$ cat src/rtl/duty_cycle_controller.sv
// Duty-cycle setpoint controller driven by two push-buttons (up/down).
// Each button is synchronized, debounced, and run through a small
// press/auto-repeat state machine. Every event steps the duty value
// by STEP, and the result saturates at 0 and 255.
//
// Per-button state machine:
//   state  | meaning
//   IDLE   | button released (or both held); waiting for a press edge
//   DELAY  | press accepted; timing the hold before auto-repeat starts
//   REPEAT | auto-repeat active; one event per REPEAT_PERIOD cycles
module duty_cycle_controller #(
  parameter logic [23:0] DEBOUNCE_CYCLES = 24'd1000000,
  parameter logic [23:0] REPEAT_DELAY    = 24'd10000000,
  parameter logic [23:0] REPEAT_PERIOD   = 24'd2500000,
  parameter logic [7:0]  STEP            = 8'd25,
  parameter logic [7:0]  INIT_DUTY       = 8'd128
) (
  input  logic       Clock_in,
  input  logic       Reset,
  input  logic       Button_up,
  input  logic       Button_down,
  output logic [7:0] Duty_cycle,
  output logic       Duty_changed
);

  typedef enum logic [1:0] {IDLE, DELAY, REPEAT} btn_state_t;

  // Index 0 is the up button and index 1 is the down button.
  logic [1:0]  raw;
  logic [1:0]  sync1, sync2;
  logic [1:0]  deb, deb_prev;
  logic [23:0] db_cnt [2];
  btn_state_t  state [2];
  btn_state_t  state_nxt [2];
  logic [23:0] timer [2];
  logic [23:0] timer_nxt [2];
  logic [1:0]  evt;
  logic        both_held;
  logic [8:0]  sum_up;
  logic signed [8:0] diff_dn;
  logic [7:0]  duty_nxt;

  assign raw       = {Button_down, Button_up};
  assign both_held = deb[0] & deb[1];

  // Synchronize the raw buttons and debounce them. A mismatch only counts
  // while it is uninterrupted.
  always_ff @(posedge Clock_in or posedge Reset) begin
    if (Reset) begin
      sync1    <= '0;
      sync2    <= '0;
      deb      <= '0;
      deb_prev <= '0;
      for (int i = 0; i < 2; i++) db_cnt[i] <= '0;
    end else begin
      sync1    <= raw;
      sync2    <= sync1;
      deb_prev <= deb;
      for (int i = 0; i < 2; i++) begin
        if (sync2[i] == deb[i]) begin
          db_cnt[i] <= '0;
        end else if (db_cnt[i] == DEBOUNCE_CYCLES - 24'd1) begin
          deb[i]    <= sync2[i];
          db_cnt[i] <= '0;
        end else begin
          db_cnt[i] <= db_cnt[i] + 24'd1;
        end
      end
    end
  end

  // Register the per-button state and its hold/repeat down-counter.
  always_ff @(posedge Clock_in or posedge Reset) begin
    if (Reset) begin
      for (int i = 0; i < 2; i++) begin
        state[i] <= IDLE;
        timer[i] <= '0;
      end
    end else begin
      for (int i = 0; i < 2; i++) begin
        state[i] <= state_nxt[i];
        timer[i] <= timer_nxt[i];
      end
    end
  end

  // Compute the next state and timer, and raise a one-cycle event on a press,
  // when the hold delay expires, or on each repeat tick.
  always_comb begin
    evt = '0;
    for (int i = 0; i < 2; i++) begin
      state_nxt[i] = state[i];
      timer_nxt[i] = timer[i];
      if (both_held) begin
        // Holding both buttons is ambiguous, so park both machines until
        // one button is released and pressed again.
        state_nxt[i] = IDLE;
        timer_nxt[i] = '0;
      end else begin
        case (state[i])
          IDLE: begin
            if (deb[i] && !deb_prev[i]) begin
              evt[i]       = 1'b1;
              state_nxt[i] = DELAY;
              timer_nxt[i] = REPEAT_DELAY - 24'd1;
            end
          end
          DELAY: begin
            if (!deb[i]) begin
              state_nxt[i] = IDLE;
              timer_nxt[i] = '0;
            end else if (timer[i] == 24'd0) begin
              evt[i]       = 1'b1;
              state_nxt[i] = REPEAT;
              timer_nxt[i] = REPEAT_PERIOD - 24'd1;
            end else begin
              timer_nxt[i] = timer[i] - 24'd1;
            end
          end
          REPEAT: begin
            if (!deb[i]) begin
              state_nxt[i] = IDLE;
              timer_nxt[i] = '0;
            end else if (timer[i] == 24'd0) begin
              evt[i]       = 1'b1;
              timer_nxt[i] = REPEAT_PERIOD - 24'd1;
            end else begin
              timer_nxt[i] = timer[i] - 24'd1;
            end
          end
          default: begin
            state_nxt[i] = IDLE;
            timer_nxt[i] = '0;
          end
        endcase
      end
    end
  end

  assign sum_up  = {1'b0, Duty_cycle} + {1'b0, STEP};
  assign diff_dn = $signed({1'b0, Duty_cycle}) - $signed({1'b0, STEP});

  // Apply a saturating step. Simultaneous up and down events cancel out.
  always_comb begin
    duty_nxt = Duty_cycle;
    case (evt)
      2'b01:   duty_nxt = sum_up[8] ? 8'hFF : sum_up[7:0];
      2'b10:   duty_nxt = diff_dn[8] ? 8'h00 : diff_dn[7:0];
      default: duty_nxt = Duty_cycle;
    endcase
  end

  // Register the duty value and pulse Duty_changed only on a real change.
  always_ff @(posedge Clock_in or posedge Reset) begin
    if (Reset) begin
      Duty_cycle   <= INIT_DUTY;
      Duty_changed <= 1'b0;
    end else begin
      Duty_cycle   <= duty_nxt;
      Duty_changed <= (duty_nxt != Duty_cycle);
    end
  end

endmodule

$ cat config.mk
export PLATFORM = sky130hd
export DESIGN_NAME = duty_cycle_controller
export DESIGN_NICKNAME = d
export VERILOG_FILES = /design/src/rtl/duty_cycle_controller.sv
export SDC_FILE = /design/constraint.sdc
export NUM_CORES = 1
export LEC_CHECK = 0
export CORE_ASPECT_RATIO = 0.6
export CORE_MARGIN = 10
export CORE_UTILIZATION = 30
export CTS_CLUSTER_SIZE = 40
export DETAILED_ROUTE_END_ITERATION = 8
export PLACE_DENSITY = 0.41
export SLEW_MARGIN = 40
export SYNTH_ARGS = -nofsm -noshare
export SYNTH_HDL_FRONTEND = slang
export SYNTH_SLANG_ARGS = --single-unit
$ cat constraint.sdc
create_clock -name Clock_in -period 7 [get_ports Clock_in]
set_clock_uncertainty 0.2 [all_clocks]
set_input_delay 2.1 -clock Clock_in [delete_from_list [all_inputs] [get_ports Clock_in]]
set_output_delay 2.1 -clock Clock_in [all_outputs]
set_load 0.005 [all_outputs]
; ---- Yosys cells after proc, flatten, opt, wreduce, memory -nomap -nowiden
; Index checks and enable logic that the tools add are counted.
[word_totals]
register_bits = 117
output_inout_bits = 9
in_bits = 4
wordCells = 92
[op_classes]
n_reduce_logical = 14
bitwise_logic = 3
add_sub_neg = 6
n_eq_ne = 17
n_mux = 39
[op_table]
columns = op, n
row1 = 2-to-1 mux 24 bit, 12
row2 = one-hot mux 24 bit (2 select lines), 2
row3 = adder 24 x 1 -> 24 bit (second input constant), 2
row4 = == test 24 x 20 -> 1 bit (second input constant), 2
row5 = zero test 24 bit, 2
row6 = subtractor 24 x 1 -> 24 bit (second input constant), 2
row7 = 2-to-1 mux 2 bit, 10
row8 = 2-to-1 mux 8 bit, 2
row9 = one-hot mux 8 bit (2 select lines), 1
row10 = != test 3 bit (second input constant), 4
row11 = one-hot mux 2 bit (3 select lines), 2
row12 = adder 8 x 5 -> 9 bit (second input constant), 1
row13 = subtractor 8 x 5 -> 9 bit (second input constant), 1
row14 = 2-to-1 mux 1 bit, 8
row15 = != test 4 bit (second input constant), 2
row16 = != test 8 bit, 1
row17 = == test 2 x 1 -> 1 bit (second input constant), 3
row18 = == test 2 bit (second input constant), 3
row19 = AND reduction 3 bit, 2
row20 = zero test 2 bit, 2
row21 = one-hot mux 1 bit (2 select lines), 2
row22 = AND reduction 2 bit, 2
row23 = OR reduction 2 bit, 2
row24 = == test 1 bit, 2
row25 = 4 further kinds, 7

; ---- Logic depth before layout (Yosys ltp)
[logic_depth]
ltp_word = 8
depth_mapped = 16
depth_no_buf = 14

; ---- Worst setup path before layout
; Ideal clock, no wire load.
[synth_path]
path_type = register to register
start = register timer[8] (netlist bit)
end = register Duty_changed
required_time_ps = 6662
setup_time_ps = 138
period_less_slack_ps = 4157
path_slack_ps = 2843
path_stages_with_launch = 16
path_buffers = 4
arrival_time_ps = 3819
path_cell_list = dfrtp_1 or3_1 buf_2 or4_4 buf_6 nor4_2 buf_2 nand2_1 nand2_1 and2_1 ha_1 clkbuf_1 and2_1 a21oi_1 a221o_1 or4_1
[synth_between]
elab_chain_len = 8
elab_cells_between_ends = 9
classes_between = eq/ne: 3 / mux: 5 / reduce/logical: 1
[synth_rtl]
columns = item, line_no
row1 = "start, declared", 35  ; logic [23:0] timer [2];
row2 = "start signal, assigned by index", 82  ; timer[i] <= timer_nxt[i];
row3 = zero test 24 bit *, "112, 124"
row4 = 2-to-1 mux 1 bit *, "112, 124"
row5 = 2-to-1 mux 1 bit *, 121  ; if (!deb[i]) begin
row6 = one-hot mux 1 bit (2 select lines) *, 100  ; case (state[i])
row7 = 2-to-1 mux 1 bit *, 94  ; if (both_held) begin
row8 = == test 2 bit or == test 2 x 1 -> 1 bit (tied branches), 146  ; case (evt)
row9 = one-hot mux 8 bit (2 select lines) *, 146
row10 = != test 8 bit *, 160  ; Duty_changed <= (duty_nxt != Duty_cycle);
row11 = "end signal, assigned", 160
row12 = "end, declared", 23  ; output logic Duty_changed
; Mark *: on every way between the ends. The rest lies on a longest branch, timed or not.
; A chain may end at the register's enable or synchronous reset.

; ---- Worst setup path after layout
[layout_path]
start = register timer[43] (netlist bit)
end = register Duty_changed
[layout_between]
elab_chain_len = 8
elab_cells_between_ends = 9
classes_between = eq/ne: 3 / mux: 5 / reduce/logical: 1
[layout_rtl]
columns = item, line_no
row1 = zero test 24 bit *, "112, 124"
row2 = 2-to-1 mux 1 bit *, "112, 124"
row3 = 2-to-1 mux 1 bit *, 109  ; if (!deb[i]) begin
row4 = one-hot mux 1 bit (2 select lines) *, 100
row5 = 2-to-1 mux 1 bit *, 94
row6 = == test 2 bit or == test 2 x 1 -> 1 bit (tied branches), 146
row7 = one-hot mux 8 bit (2 select lines) *, 146
row8 = != test 8 bit *, 160
; Marks and branches as above.

==> results.md <==
* Crit path max fanout at 23
* Starting Density at 30.71%
* Clock Pin Slew Worst Setup and Hold Paths at 0.06 ns
* Critical path class: reg -> reg
* Largest net degree at the start of global routing at 51
* Worst Setup End Kind: register
* Status: finished clean
* Top cell type's share of synthesized area at 42.62%
* Antenna violations before repair at 0
* Total GRT Usage at 12.03%
* CTS buffer count at 17
* Final instance area at 7846 um^2
* Max H-tree Level at 4
* Mean area per synthesized cell at 8.720 um^2
* Die area at 29320 um^2
* Most common cell after layout, fill and taps aside: dfrtp_1
* Commonest cells after routing, fill and taps aside: 116 x dfrtp_1, 105 x nor2_1, 59 x nand2_1
* Pwr Density at 206.1 nW/um^2
* Number of enable flip-flop cells after synthesis at 0
* Setup repair bufs after CTS at 0
* GP Congestion at 0.8176
* Synth unique cells at 64
* Setup Slack @ Placement at 2.220 ns
* R2R Setup Slk at 2.19 ns
* First-pass GRT wire length at 28.94 mm
* Core area at 22180 um^2
* Wire per inst at 15.36 um
* Slew headroom at 45.33%
* Flop and latch count out of synthesis at 117
* Synth Flop Type: dfrtp_1
* Syn Nets at 803
* Final WL at 16.90 mm
* Dominant cell type by area after synthesis: dfrtp_1
* Final HPWL from detailed placement at 11.38 mm
* Hold EP: sync2[1]
* Root Driver: clkbuf_16
* Layout cells sized above 1 at 7.576%
* Actual slew at the worst max-slew pin at 0.8115 ns
* First drt pass iteration count at 4
* Clk Latency, worst-skew pair at 0.42 ns
* # DRC at 0
* Placed Area at 7217 um^2
* CTS resizes at 0
* CTS Sinks at 117
* Hold wc startpoint: sync1[1]
* Die X at 214.5 um
* Reg2reg end: Duty_changed
* Synthesized area at 6810 um^2
* Die H at 136.7 um
* Fin util at 35.38%
* Path depth of the worst reg2reg path at 10
* Routed vias/inst at 5.185
* Worst setup margin at 2.187 ns
* Nets at 801
* Synth top area cells: dfrtp_1 43%, nor2_1 5.8%, a21oi_1 4.0%
* Area Overhead vs Synth at 15.21%
* CTS Hold Bufs at 0
* Grt ovf at 0
* Yosys warns at 0
* Async set-reset flop share out of synthesis at 100.0%
* Slew Viols, Final at 0
* Unrepaired setup endpoints after global routing: false
* DRT antenna net count at 0
* Total number of vias at 5703
* Pleak at 3.429 nW
* Fin crit share at 68.75%
* Vias in the first global route at 5375
* I/O Pins at 13
* Peak VDD IR at 0.1398 mV
* Final min period at 4.813 ns
* FF-to-FF Start: timer[43]
* Setup_tns at 0 ns
* Final Setup Violations at 0
* F_max at 207.8 MHz
* Syn Inst Count at 781
* Hold path cells at 0
* Iter 0 DRT Violations at 506
* Worst path arrival time at 4.89 ns
* Crit path launch type: register
* Inserted Diodes at 0
* MaxCap Viol Count at 0
* Fin. Hold Viols at 0
* CTS tree: done
* Row cnt at 42
* Register area share after synthesis at 43.01%
* Clock buffer depth at 2
* CP required at 7.08 ns
* PnR Total Power at 1.617 mW
* PortBufs at 12
* HP Class: reg -> reg
==> registers in the layout (all words and copies together), names as in the netlist <==
name,count
db_cnt,48
timer,48
Duty_cycle,8
state,4
deb,2
deb_prev,2
sync1,2
sync2,2
Duty_changed,1
==> area by class of cell <==
cell class	instances	area, um^2
Tap cell	308	385.4
Inverter	26	100.1
Sequential cell	117	2929
Fill cell	2295	14330
Multi-Input combinational cell	599	3649
Clock buffer	18	439.2
Clock inverter	14	178.9
Timing Repair Buffer	18	165.2
==> logic make-up (layout without fill, tap and decap cells) <==
kind of cell	after synthesis	in the layout	synth area share, %
flip-flops	117	117	43.01
multiplexers	4	4	0.6246
AND/OR/NAND/NOR	334	334	24.49
adder cells (fa/ha/maj)	18	18	3.307
AO/OA/AOI/OAI	194	194	18.43
XOR/XNOR	49	49	6.302
buffers and inverters	65	76	3.840
==> power breakdown <==
| part | switching (mW) | internal (mW) |
|---|---|---|
| clock | 0.335 | 0.572 |
| sequential | 0.00308 | 0.681 |
| combinational | 0.0207 | 0.00538 |
==> how the worst max path moves through the flow <==
| stage | from | endpoint | cells past startpoint |
|---|---|---|---|
| after floorplan | Reset | Duty_changed | 1 |
| after global placement | timer[43] | Duty_changed | 10 |
| after detailed placement | timer[43] | Duty_changed | 11 |
| after CTS | timer[43] | Duty_changed | 11 |
| after global routing | timer[43] | Duty_changed | 11 |
| final | timer[43] | Duty_changed | 10 |
==> worst max-delay path, stage by stage, from the launching register on <==
cell      delay, ns
dfrtp_1        0.40
or4_1          0.60
or3_1          0.41
or4_1          0.72
o21a_1         0.27
ha_1           0.76
a21o_1         0.15
a31oi_1        0.04
a21boi_0       0.20
a221o_1        0.42
or4_1          0.48
==> metrics by stage <==
step                      hold slack, ns  cells
final                             0.1537   1100
after global routing              0.1740   1100
after CTS                         0.1593   1100
after detailed placement          0.1418   1068
after global placement            0.1400   1068
after floorplan                   0.1312    781
==> cell usage after synthesis, types with 3 or more instances <==
master and n:
clkbuf_1 35, and2_1 6, o22a_1 9, nor2_1 106, nand3_1 35, or3_1 11, o31ai_1 3, a21oi_1 54
a221o_1 6, a211oi_1 9, nor2b_1 8, xnor2_1 27, inv_1 26, or4_1 6, nor4_2 3, a2bb2oi_1 3
and4_1 5, ha_1 18, nor3_1 29, a211o_1 3, and3_1 15, nand2_1 59, o211ai_1 9, o21ai_0 47
dfrtp_1 116, nor4_1 12, nand3b_1 3, xor2_1 22, nand2b_1 11, a21o_1 5, a31oi_1 15, o311ai_0 3
o21a_1 3, o31a_1 3, nand4_1 13
==> per-layer routing <==
metal | share of wire (%) | global-route usage [%] | vias up | routed length (um)
met5 | 0 | 0 | - | 0
met4 | 0.59 | 3.254 | 0 | 99
met3 | 4.8 | 3.020 | 5 | 810
met2 | 40 | 16.43 | 126 | 6779
met1 | 55 | 18.04 | 2764 | 9211
li1 | - | - | 2808 | -
Note: power is estimated with default switching activity, not from simulation.
